--- src/rtl/generic_fifo_sc_prog.sv ---
`default_nettype none
// ============================================================================
// Module      : generic_fifo_sc_prog
// Description : Single-clock FIFO with runtime-programmable almost-full /
//               almost-empty thresholds, exact fill level and sticky
//               overflow / underflow flags.
// Revision    : 1.0 - initial release
//
// Build option: GENERIC_FIFO_FWFT_EN
//               defined   -> first-word fall-through (dout shows the head word
//                            whenever empty == 0, backed by a one-entry output
//                            register in front of the core storage)
//               undefined -> standard mode (dout updates one cycle after an
//                            accepted read)
//
// Parameters  : dw  data width in bits
//               aw  address width, depth = 2**aw entries
//
// Ports       : clk      clock, rising edge
//               rst      asynchronous active-low reset
//               clr      synchronous clear, wins over we/re, dout held
//               din      write data
//               we / re  write / read request
//               dout     read data
//               full     level == 2**aw
//               empty    standard: level == 0, FWFT: dout not valid
//               af_thr   almost-full threshold  (1..2**aw)
//               ae_thr   almost-empty threshold (0..2**aw-1)
//               afull    level >= af_thr
//               aempty   level <= ae_thr
//               level    entry count 0..2**aw
//               ovf      sticky: write attempted while full
//               udf      sticky: read attempted while empty
// ============================================================================
module generic_fifo_sc_prog #(
    parameter int dw = 8,
    parameter int aw = 4
) (
    input  logic          clk,
    input  logic          rst,
    input  logic          clr,
    input  logic [dw-1:0] din,
    input  logic          we,
    input  logic          re,
    output logic [dw-1:0] dout,
    output logic          full,
    output logic          empty,
    input  logic [aw:0]   af_thr,
    input  logic [aw:0]   ae_thr,
    output logic          afull,
    output logic          aempty,
    output logic [aw:0]   level,
    output logic          ovf,
    output logic          udf
);

    localparam int          c_depth_n = 2 ** aw;
    localparam logic [aw:0] c_depth   = {1'b1, {aw{1'b0}}};
    localparam logic [aw:0] c_one     = {{aw{1'b0}}, 1'b1};
    localparam logic [aw:0] c_zero    = '0;

    // Core storage and pointers. Pointers carry one extra bit so that a
    // completely full core is distinguishable from an empty one.
    logic [dw-1:0] r_mem [c_depth_n];
    logic [aw:0]   r_wp;
    logic [aw:0]   r_rp;
    logic          r_ovf;
    logic          r_udf;
    logic [dw-1:0] r_dout;

    logic [aw:0]   w_core_cnt;
    logic [aw:0]   w_level;
    logic          w_full;
    logic          w_empty;
    logic          w_wr_ok;     // write accepted this cycle
    logic          w_rd_ok;     // read accepted this cycle (user view)
    logic          w_core_rd;   // core storage pops its head this cycle

    assign w_core_cnt = r_wp - r_rp;
    assign w_full     = (w_level == c_depth);
    assign w_wr_ok    = we & ~w_full & ~clr;

`ifdef GENERIC_FIFO_FWFT_EN
    // ------------------------------------------------------------------
    // FWFT: the head word lives in an output register. The register is
    // refilled from core storage whenever it is empty or being popped, so
    // a word written into an empty FIFO becomes visible one cycle after
    // its write edge.
    // ------------------------------------------------------------------
    logic r_out_valid;
    logic w_core_empty;

    assign w_core_empty = (r_wp == r_rp);
    assign w_empty      = ~r_out_valid;
    assign w_rd_ok      = re & r_out_valid & ~clr;
    assign w_core_rd    = ~clr & ~w_core_empty & (~r_out_valid | w_rd_ok);
    // The output register counts towards level and full.
    assign w_level      = w_core_cnt + (r_out_valid ? c_one : c_zero);

    always_ff @(posedge clk or negedge rst) begin
        if (!rst) begin
            r_out_valid <= 1'b0;
            r_dout      <= '0;
        end else if (clr) begin
            r_out_valid <= 1'b0;
        end else if (w_core_rd) begin
            r_out_valid <= 1'b1;
            r_dout      <= r_mem[r_rp[aw-1:0]];
        end else if (w_rd_ok) begin
            r_out_valid <= 1'b0;
        end
    end
`else
    // ------------------------------------------------------------------
    // Standard mode: dout is loaded on an accepted read, one cycle of
    // latency, and holds otherwise.
    // ------------------------------------------------------------------
    assign w_level   = w_core_cnt;
    assign w_empty   = (w_level == c_zero);
    assign w_rd_ok   = re & ~w_empty & ~clr;
    assign w_core_rd = w_rd_ok;

    always_ff @(posedge clk or negedge rst) begin
        if (!rst) begin
            r_dout <= '0;
        end else if (w_rd_ok) begin
            r_dout <= r_mem[r_rp[aw-1:0]];
        end
    end
`endif

    // Storage array carries no reset; its contents are only observable
    // through pointers that are themselves reset.
    always_ff @(posedge clk) begin
        if (w_wr_ok) begin
            r_mem[r_wp[aw-1:0]] <= din;
        end
    end

    // Pointers and sticky error flags. Overflow/underflow are judged on
    // the pre-edge flags, so a full FIFO with we & re takes the read but
    // drops the write (and the mirror case for an empty FIFO).
    always_ff @(posedge clk or negedge rst) begin
        if (!rst) begin
            r_wp  <= '0;
            r_rp  <= '0;
            r_ovf <= 1'b0;
            r_udf <= 1'b0;
        end else if (clr) begin
            r_wp  <= '0;
            r_rp  <= '0;
            r_ovf <= 1'b0;
            r_udf <= 1'b0;
        end else begin
            if (w_wr_ok) begin
                r_wp <= r_wp + c_one;
            end
            if (w_core_rd) begin
                r_rp <= r_rp + c_one;
            end
            if (we & w_full) begin
                r_ovf <= 1'b1;
            end
            if (re & w_empty) begin
                r_udf <= 1'b1;
            end
        end
    end

    // Flags follow the registered state with no extra lag.
    assign dout   = r_dout;
    assign full   = w_full;
    assign empty  = w_empty;
    assign level  = w_level;
    assign afull  = (w_level >= af_thr);
    assign aempty = (w_level <= ae_thr);
    assign ovf    = r_ovf;
    assign udf    = r_udf;

endmodule
`default_nettype wire

--- config.mk ---
export PLATFORM = sky130hd
export DESIGN_NAME = generic_fifo_sc_prog
export DESIGN_NICKNAME = d
export VERILOG_FILES = /design/src/rtl/generic_fifo_sc_prog.sv
export SDC_FILE = /design/constraint.sdc
export NUM_CORES = 1
export LEC_CHECK = 0
export BUFFER_PORTS_ARGS = -buffer_cell sky130_fd_sc_hd__buf_2
export CAP_MARGIN = 10
export CORE_ASPECT_RATIO = 2
export CORE_MARGIN = 2
export CORE_UTILIZATION = 60
export CTS_BUF_LIST = sky130_fd_sc_hd__clkbuf_16
export CTS_CLUSTER_SIZE = 30
export DETAILED_ROUTE_END_ITERATION = 7
export PLACE_DENSITY = 0.76
export SLEW_MARGIN = 20
export SYNTH_ARGS = -nofsm -noshare
export SYNTH_HDL_FRONTEND = slang
export SYNTH_SLANG_ARGS = --single-unit
--- constraint.sdc ---
create_clock -name clk -period 4.5 [get_ports clk]
set_input_delay 0.225 -clock clk [delete_from_list [all_inputs] [get_ports clk]]
set_output_delay 0.225 -clock clk [all_outputs]
set_load 0.05 [all_outputs]
==> flow_metrics.py, run 1 <==
metrics = {
    "outcome": {
        "outcome": "complete, no violations",
    },
    "finish": {
        "areaGrowthSynthToFinish_pct": 15.0,
        "drive_above_1_share": 0.316,
        "finalNonFillerCells": 580,
        "final_area_sq_um": 7410,
        "fillers": 707,
        "nets": 470,
        "register_area_sq_um": 4350,
        "multi_input_area_sq_um": 1960,
        "diodes": 0,
    },
    "logic_synthesis": {
        "synth_area_sq_um": 6440,
        "ys_types": 48,
        "async_reset_ff_frac": 0.135,
        "synth_nets": 417,
        "synth.area.top_cells": "edfxtp_1, mux4_2, dfrtp_1, ha_1, mux2_2",
        "yosys_warnings": 0,
        "yosys.area.top_type": "edfxtp_1",
        "syn_inst": 377,
        "synthDominantCellAreaShare": 0.597,
        "synthFlopType": "edfxtp_1",
        "synth.most_common_cell": "edfxtp_1",
        "synth_common_cells": "edfxtp_1, nor2_1, mux4_2, dfrtp_1, inv_1",
        "syn-mean-instance-area_sq_um": 17.1,
        "synth_edf_count": 128,
        "yosysSeqAreaShare": 0.675,
        "ys_ff_latch": 148,
    },
    "critical_path": {
        "endpoint": "aempty",
        "worstPathRequired_ns": 4.28,
        "critPathLaunch": "r_wp[0]",
        "reg2reg_depth": 9,
        "cp.arrival_ns": 3.98,
        "r2r_slack_ns": 0.95,
        "startpoint_type": "register",
        "timing.rr.end": "r_mem[7][5]",
        "crit_fanout": 11,
        "r2r_start": "r_wp[0]",
        "path_class": "reg -> out",
        "end_kind": "output pin",
    },
    "floorplan": {
        "die_w_microns": 77.2,
        "die-area_sq_um": 11600,
        "die_y_microns": 150,
        "initial_utilization": 0.614,
        "fp-row-count": 53,
        "coreArea_sq_um": 10500,
        "ios": 42,
    },
    "drt": {
        "drc": 0,
        "num_vias": 3566,
        "ant_nets": 0,
        "wirelength_microns": 13900,
        "drtPass1Iterations": 5,
        "wire_per_inst_microns": 24.0,
        "dr.first_iter.drc_count": 203,
        "viasPerCell": 6.15,
    },
    "placement": {
        "port-buffer-count": 41,
        "dp_hpwl_microns": 10100,
        "gp_congestion": 0.875,
        "placed_cells": 547,
        "placed_area_sq_um": 6790,
    },
    "job": {
        "cap_violations": 0,
    },
    "grt": {
        "track_usage": 0.260,
        "grt_max_degree": 37,
        "grt_pass1_wl_microns": 20900,
        "grt_pass1_vias": 3741,
        "grt_overflow": 0,
        "antenna_found_initial": 0,
    },
    "cts": {
        "cts_tree": "yes",
        "cts_num_sinks": 148,
        "numCtsBuffers": 17,
        "cts.clk_slew.worst_paths_ns": 0.06,
        "insertion_delay_ns": 0.43,
        "clockRootBuffer": "clkbuf_16",
        "ctsResizeCount": 0,
        "ctsLongestPathBuffers": 2,
        "htreeDepth": 4,
    },
    "pwr": {
        "p_leak_nw": 2.68,
        "p_per_area_nw_per_um2": 627,
        "p_total_mw": 4.65,
        "peakVddDrop_v": 0.000404,
    },
    "timing": {
        "tightest_slew_ns": 0.773,
        "holdWs_ns": 0.131,
        "setup_tns_ns": 0,
        "period_share": 0.935,
        "slew_headroom": 0.482,
        "hold_viol_final": 0,
        "max_freq_ghz": 0.238,
        "final-max-slew-violation-count": 0,
        "skew_ns": 0.00853,
        "setup_viol": 0,
        "rsz0062_at_grt": "no",
        "post-route-min-period_ns": 4.21,
    },
    "hold_path": {
        "hold_path_class": "in -> reg",
    },
}
-- per-layer routing --
| metal | vias to the layer above | global-route usage | routed length, microns |
|---|---|---|---|
| met5 | - | 0 | 0 |
| met4 | 0 | 0.188 | 763 |
| met3 | 44 | 0.0420 | 699 |
| met2 | 167 | 0.495 | 8160 |
| met1 | 1779 | 0.242 | 4310 |
| li1 | 1576 | - | - |
-- sequential cells by signal, indices dropped and copies added, names as in the netlist --
name,flops
dout,8
ovf,1
r_mem,128
r_rp,5
r_wp,5
udf,1
-- final cells by class --
| class | instances | area share |
|---|---|---|
| flip-flops and latches | 148 | 0.587 |
| multi-input cells | 198 | 0.265 |
| clock buffers | 21 | 0.0710 |
| repair buffers | 47 | 0.0341 |
| well taps | 137 | 0.0231 |
| clock inverters | 11 | 0.0110 |
| inverters | 18 | 0.00946 |
-- per-stage QoR --
step / worst slack (ns) / util
final: 0.295 / 0.707
after global routing: 0.147 / 0.707
after CTS: 0.362 / 0.707
after detailed placement: 0.827 / 0.648
after global placement: 1.00 / 0.648
after floorplan: 0.546 / -
-- cell usage in the layout (no fill, tap or decap), types with 5 or more instances in the layout --
cell | synthesis | layout
nor2b_1 | 8 | 8
dfrtp_1 | 20 | 19
mux2_2 | 16 | 16
clkbuf_16 | 0 | 21
buf_4 | 0 | 5
nand2_1 | 13 | 13
nand2b_1 | 6 | 6
o22ai_1 | 16 | 16
mux4_2 | 32 | 32
inv_1 | 17 | 18
ha_1 | 16 | 16
buf_2 | 4 | 41
a21oi_1 | 7 | 7
nor2_1 | 35 | 35
edfxtp_1 | 128 | 128
-- where the power goes --
part,leakage [nW],switching [mW],internal (mW),total [mW]
sequential,1.41,0.0467,1.57,1.62
clock,0.308,0.553,0.843,1.40
combinational,0.965,1.08,0.548,1.63
-- kinds of logic after synthesis --
kind of cell	synth area share
flops	0.675
buf+inv	0.0227
xor+xnor	0.0103
mux	0.145
compound gates	0.0447
fa+ha+maj	0.0375
simple gates	0.0653
-- worst min path at each step --
stage,startpoint,end,slack [ns],cells after the start
floorplan,rst,dout[0],-0.07,0
global placement,rst,r_wp[0],0.21,1
detailed placement,rst,r_wp[0],0.22,1
CTS,re,udf,0.12,3
global route,re,udf,0.13,3
finish,re,udf,0.13,3
-- critical path, stage by stage, from the launching register on --
cell,delay (ns)
dfrtp_1,0.42
inv_1,0.11
ha_1,0.24
fa_1,0.48
nand2b_1,0.20
a21oi_2,0.18
xor2_2,0.39
inv_4,0.15
ha_1,0.37
nand3_1,0.12
nor2_1,0.06
a311oi_1,0.30
nand2_1,0.09
o311ai_1,0.09
buf_2,0.33
-- what timing repair did --
item                                    4_1_cts  5_1_grt
setup buffers                                 0        0
endpoints found under the hold margin        20        0
endpoints found under the setup margin        0        0
hold buffers                                  1        0
(Power assumes the default switching activity.)
==> run 2, diff against run 1 <==
Settings changed: CORE_MARGIN 2 to 4.
==> run 2 against run 1 <==
Compared with the run above: maximum frequency rose by 1.9%; worst hold slack improved by 0.029 ns; critical path depth did not move; sequential cell count did not move; first-iteration DRC count rose by 21%; core utilization fell by 0.87 points; die area rose by 8.0%; combinational power barely moved; clock-buffer cell count fell by 4; routed wire length fell by 0.12%; critical path type unchanged; largest cell class unchanged; highest routed layer unchanged.
==> flow_metrics.py, run 2 (synthesis results as in run 1) <==
metrics = {
    "timing": {
        "period_share": 0.917,
        "post-route-min-period_ns": 4.12,
        "max_freq_ghz": 0.242,
        "hold_viol_final": 0,
        "slew_headroom": 0.449,
        "setup_tns_ns": 0,
        "tightest_slew_ns": 0.823,
        "final-max-slew-violation-count": 0,
        "rsz0062_at_grt": "no",
        "setup_viol": 0,
        "skew_ns": 0.00756,
    },
    "floorplan": {
        "fp-row-count": 53,
        "die_y_microns": 154,
        "die-area_sq_um": 12600,
        "die_w_microns": 81.2,
        "ios": 42,
        "coreArea_sq_um": 10500,
        "initial_utilization": 0.614,
    },
    "cts": {
        "cts_hold_buffers": 1,
        "cts_tree": "yes",
        "cts.clk_slew.worst_paths_ns": 0.06,
        "cts_setup_buffers": 0,
        "ctsLongestPathBuffers": 2,
        "insertion_delay_ns": 0.41,
        "clockRootBuffer": "clkbuf_16",
        "cts_num_sinks": 148,
        "numCtsBuffers": 17,
        "ctsResizeCount": 0,
        "htreeDepth": 4,
    },
    "critical_path": {
        "slowest_delay_ns": 0.46,
        "startpoint_type": "register",
        "cp_num_buf_inv": 3,
        "worstPathRequired_ns": 4.28,
        "end_kind": "output pin",
        "critPathTopFamily": "adder cells",
        "crit_fanout": 11,
        "crit_chain": "inv_1, ha_1, fa_1, nand2b_1, a21oi_2, xor2_2, inv_4, ha_1, nand3_1, nor2_1, a311oi_1, nand2_1, o311ai_1, buf_2",
        "cp.arrival_ns": 3.90,
        "path_class": "reg -> out",
        "crit_top_cell": "ha_1",
        "slowest_stage": "fa_1",
    },
    "pwr": {
        "p_int_mw": 2.81,
        "clkPwrFrac": 0.273,
        "combPwrFrac": 0.364,
        "p_per_area_nw_per_um2": 610,
        "p_sw_mw": 1.65,
        "p_leak_nw": 2.62,
        "p_total_mw": 4.46,
        "peakVddDrop_v": 0.000344,
        "swShare": 0.369,
        "sequentialPowerShare": 0.363,
    },
    "drt": {
        "drtPass1Iterations": 4,
        "wirelength_microns": 13900,
        "ant_nets": 0,
        "num_vias": 3580,
        "viasPerCell": 6.17,
        "dr.first_iter.drc_count": 245,
        "drc": 0,
        "wire_per_inst_microns": 24.0,
    },
    "placement": {
        "placed_area_sq_um": 6790,
        "gp_congestion": 0.905,
        "dp_hpwl_microns": 10100,
        "port-buffer-count": 41,
    },
    "grt": {
        "antenna_found_initial": 0,
        "grt_max_degree": 37,
        "grt_pass1_wl_microns": 21400,
        "grt_overflow": 0,
        "grt_pass1_vias": 3848,
        "track_usage": 0.245,
    },
    "finish": {
        "mostFrequentLayoutCells": "edfxtp_1, buf_2, nor2_1, mux4_2, dfrtp_1",
        "layout_commonest_cell": "edfxtp_1",
        "diodes": 0,
        "final_util": 0.698,
        "largest_reg_flops": 128,
        "final_area_sq_um": 7310,
        "drive_above_1_share": 0.305,
        "areaGrowthSynthToFinish_pct": 13.6,
        "nets": 470,
    },
    "outcome": {
        "outcome": "complete, no violations",
    },
    "hold_path": {
        "hold_path_class": "in -> reg",
    },
    "job": {
        "cap_violations": 0,
    },
}
run 2: cell types whose count changed in the layout (fill, tap and decap cells not counted), sizes merged:
cell      change
clkinvlp      +3
clkbuf        -4
inv           -5
clkinv        +6
run 2: metrics by stage:
| stage | setup WS (ns) | hold WS, ns | instances |
|---|---|---|---|
| floorplan | 0.546 | -0.0706 | 377 |
| global placement | 0.996 | 0.207 | 547 |
| detailed placement | 0.848 | 0.222 | 547 |
| CTS | 0.385 | 0.149 | 580 |
| global route | 0.131 | 0.175 | 580 |
| finish | 0.375 | 0.160 | 580 |
run 2: worst register-to-register path, stage by stage, from the launching register on:
cell and delay, ns:
dfrtp_1 0.42, inv_1 0.12, ha_1 0.25, fa_1 0.46, nand2b_1 0.19, a21oi_2 0.20, xor2_2 0.39, inv_4 0.16
a211oi_4 0.34, nor2b_1 0.66
run 2: final timing paths:
check | from | to | slack (ns) | cells past startpoint
setup / recovery | r_wp[0] | aempty | 0.38 | 14
hold / removal | re | udf | 0.16 | 3
setup reg to reg | r_wp[0] | r_mem[7][0] | 0.94 | 9
hold reg to reg | dout[5] | dout[5] | 0.50 | 1
max in group asynchronous | rst | r_rp[0] | 3.80 | 2
min in group asynchronous | rst | r_wp[0] | 0.33 | 2
run 2: final cells by class:
type,instances,area [sq um]
multi-input cells,198,1960
clock buffers,17,425
inverters,18,70.1
well taps,137,171
clock inverters,15,90.1
fillers,691,3160
repair buffers,47,253
flip-flops and latches,148,4350
run 2: power groups by stage:
stage               sequential [mW]  combinational [mW]  clock (mW)
floorplan                      1.79                1.12           0
global placement               1.64                1.60           0
detailed placement             1.65                1.62           0
CTS                            1.62                1.63        1.24
global route                   1.63                1.74        1.30
finish                         1.62                1.62        1.22
run 2: per-layer routing:
metal | track usage | routed length (microns) | vias to the layer above
li1 | - | - | 1574
met3 | 0.0548 | 595 | 48
met4 | 0.156 | 870 | 0
met1 | 0.251 | 4570 | 1817
met2 | 0.433 | 7880 | 141
met5 | 0 | 0 | -
==> run 3, diff against run 2 <==
Settings changed: CORE_UTILIZATION 60 to 40, PLACE_DENSITY 0.76 to 0.54.
==> run 3 against run 2 <==
Compared with the run above: die area is 46% higher; total power is 2.5% higher; critical path depth stayed put; clock-buffer cell count is 2 higher; clock power is 9% higher.
==> flow_metrics.py, run 3 (synthesis results as in run 1) <==
metrics = {
    "finish": {
        "final_area_sq_um": 7440,
        "diodes": 0,
        "drive_above_1_share": 0.307,
        "nets": 470,
        "largest_reg_flops": 128,
        "areaGrowthSynthToFinish_pct": 15.6,
        "layout_commonest_cell": "edfxtp_1",
        "mostFrequentLayoutCells": "edfxtp_1, buf_2, nor2_1, mux4_2",
    },
    "timing": {
        "period_share": 0.892,
        "setup_viol": 0,
        "post-route-min-period_ns": 4.02,
        "holdWs_ns": 0.115,
        "max_freq_ghz": 0.249,
        "tightest_slew_ns": 0.866,
        "rsz0062_at_grt": "no",
        "skew_ns": 0.00794,
        "slew_headroom": 0.422,
        "hold_viol_final": 0,
        "final-max-slew-violation-count": 0,
        "setup_tns_ns": 0,
    },
    "drt": {
        "drtPass1Iterations": 6,
        "viasPerCell": 5.34,
        "wirelength_microns": 14700,
        "drc": 0,
        "wire_per_inst_microns": 22.8,
        "num_vias": 3439,
        "ant_nets": 0,
        "dr.first_iter.drc_count": 129,
    },
    "critical_path": {
        "slowest_delay_ns": 0.46,
        "critPathLaunch": "r_wp[0]",
        "crit_chain": "inv_1, ha_1, fa_1, nand2b_1, a21oi_2, xor2_2, inv_4, ha_1, nand3_1, nor2_1, a311oi_1, nand2_1, o311ai_1, buf_2",
        "path_class": "reg -> out",
        "worstPathRequired_ns": 4.28,
        "crit_fanout": 11,
        "slowest_stage": "fa_1",
        "startpoint_type": "register",
        "timing.rr.end": "r_mem[7][5]",
        "cp.arrival_ns": 3.79,
        "r2r_slack_ns": 0.90,
        "reg2reg_depth": 9,
        "crit_top_cell": "ha_1",
        "end_kind": "output pin",
        "r2r_start": "r_wp[0]",
    },
    "grt": {
        "grt_max_degree": 37,
        "grt_pass1_wl_microns": 22000,
        "grt_overflow": 0,
        "antenna_found_initial": 0,
        "met2_usage": 0.323,
        "grtUsageMet1": 0.158,
        "grt.busiest_layer": "met2",
        "track_usage": 0.168,
        "use_met3": 0.0332,
        "grt_pass1_vias": 3660,
    },
    "pwr": {
        "p_sw_mw": 1.64,
        "combPwrFrac": 0.355,
        "p_int_mw": 2.93,
        "peakVddDrop_v": 0.000214,
        "swShare": 0.359,
        "p_per_area_nw_per_um2": 614,
        "p_leak_nw": 2.66,
        "clkPwrFrac": 0.291,
        "sequentialPowerShare": 0.353,
    },
    "cts": {
        "numCtsBuffers": 17,
        "insertion_delay_ns": 0.42,
        "cts_hold_buffers": 1,
        "cts_setup_buffers": 0,
        "cts_num_sinks": 148,
        "ctsLongestPathBuffers": 2,
        "clockRootBuffer": "clkbuf_16",
        "cts_tree": "yes",
        "cts.clk_slew.worst_paths_ns": 0.06,
        "htreeDepth": 4,
        "ctsResizeCount": 0,
    },
    "hold_path": {
        "min_path_cells": 3,
        "hold_path_class": "in -> reg",
        "hold_start": "re",
        "hold_end": "udf",
    },
    "floorplan": {
        "fp-row-count": 65,
        "coreArea_sq_um": 15800,
        "die-area_sq_um": 18300,
        "ios": 42,
        "initial_utilization": 0.408,
        "die_y_microns": 187,
        "die_w_microns": 97.7,
    },
    "placement": {
        "gp_congestion": 0.889,
        "port-buffer-count": 41,
        "dp_hpwl_microns": 10900,
        "placed_area_sq_um": 6870,
    },
    "outcome": {
        "outcome": "complete, no violations",
    },
    "job": {
        "cap_violations": 0,
    },
}
==> run 3: power by group through the flow <==
stage	registers, mW	clock network (mW)	logic, mW
6_report	1.62	1.33	1.63
5_1_grt	1.62	1.42	1.74
4_1_cts	1.62	1.35	1.66
3_5_place_dp	1.64	0	1.66
3_3_place_gp	1.64	0	1.64
2_1_floorplan	1.79	0	1.12
==> run 3: worst max-delay path by stage <==
stage	depth (start not counted)	slack, ns	end
2_1_floorplan	10	0.55	aempty
3_3_place_gp	9	0.93	r_mem[7][2]
3_5_place_dp	9	0.87	r_mem[7][4]
4_1_cts	14	0.46	aempty
5_1_grt	14	0.22	aempty
6_report	14	0.48	aempty
==> run 3: per-layer routing <==
layer / part of all wire / routed length [microns] / vias up
li1: - / - / 1580
met1: 0.33 / 4830 / 1749
met2: 0.58 / 8560 / 84
met3: 0.037 / 546 / 26
met4: 0.050 / 729 / 0
met5: 0 / 0 / -
==> run 3: per-stage QoR <==
| stage | power, mW | utilization | worst slack, ns | instances |
|---|---|---|---|---|
| 2_1_floorplan | 2.90 | - | 0.546 | 377 |
| 4_1_cts | 4.63 | 0.472 | 0.464 | 644 |
| 6_report | 4.57 | 0.472 | 0.485 | 644 |
| 5_1_grt | 4.78 | 0.472 | 0.216 | 644 |
| 3_5_place_dp | 3.31 | 0.435 | 0.871 | 611 |
| 3_3_place_gp | 3.28 | 0.435 | 0.932 | 611 |
==> run 3: area by class of cell <==
class / instances / area (sq um)
inverter: 18 / 70.1
clock inverter: 13 / 90.1
fill: 1367 / 8330
sequential: 148 / 4350
tap: 201 / 251
multi-input combinational: 198 / 1960
timing repair buffer: 47 / 253
clock buffer: 19 / 475
==> run 3: critical path, delay by kind of cell (launching register included) <==
kind                     cells  cell delay (ns)
AND/OR/NAND/NOR              4             0.44
AO/OA/AOI/OAI                3             0.50
XOR/XNOR                     1             0.39
buffers and inverters        3             0.56
adder cells (fa/ha/maj)      3             1.07
flip-flops                   1             0.40
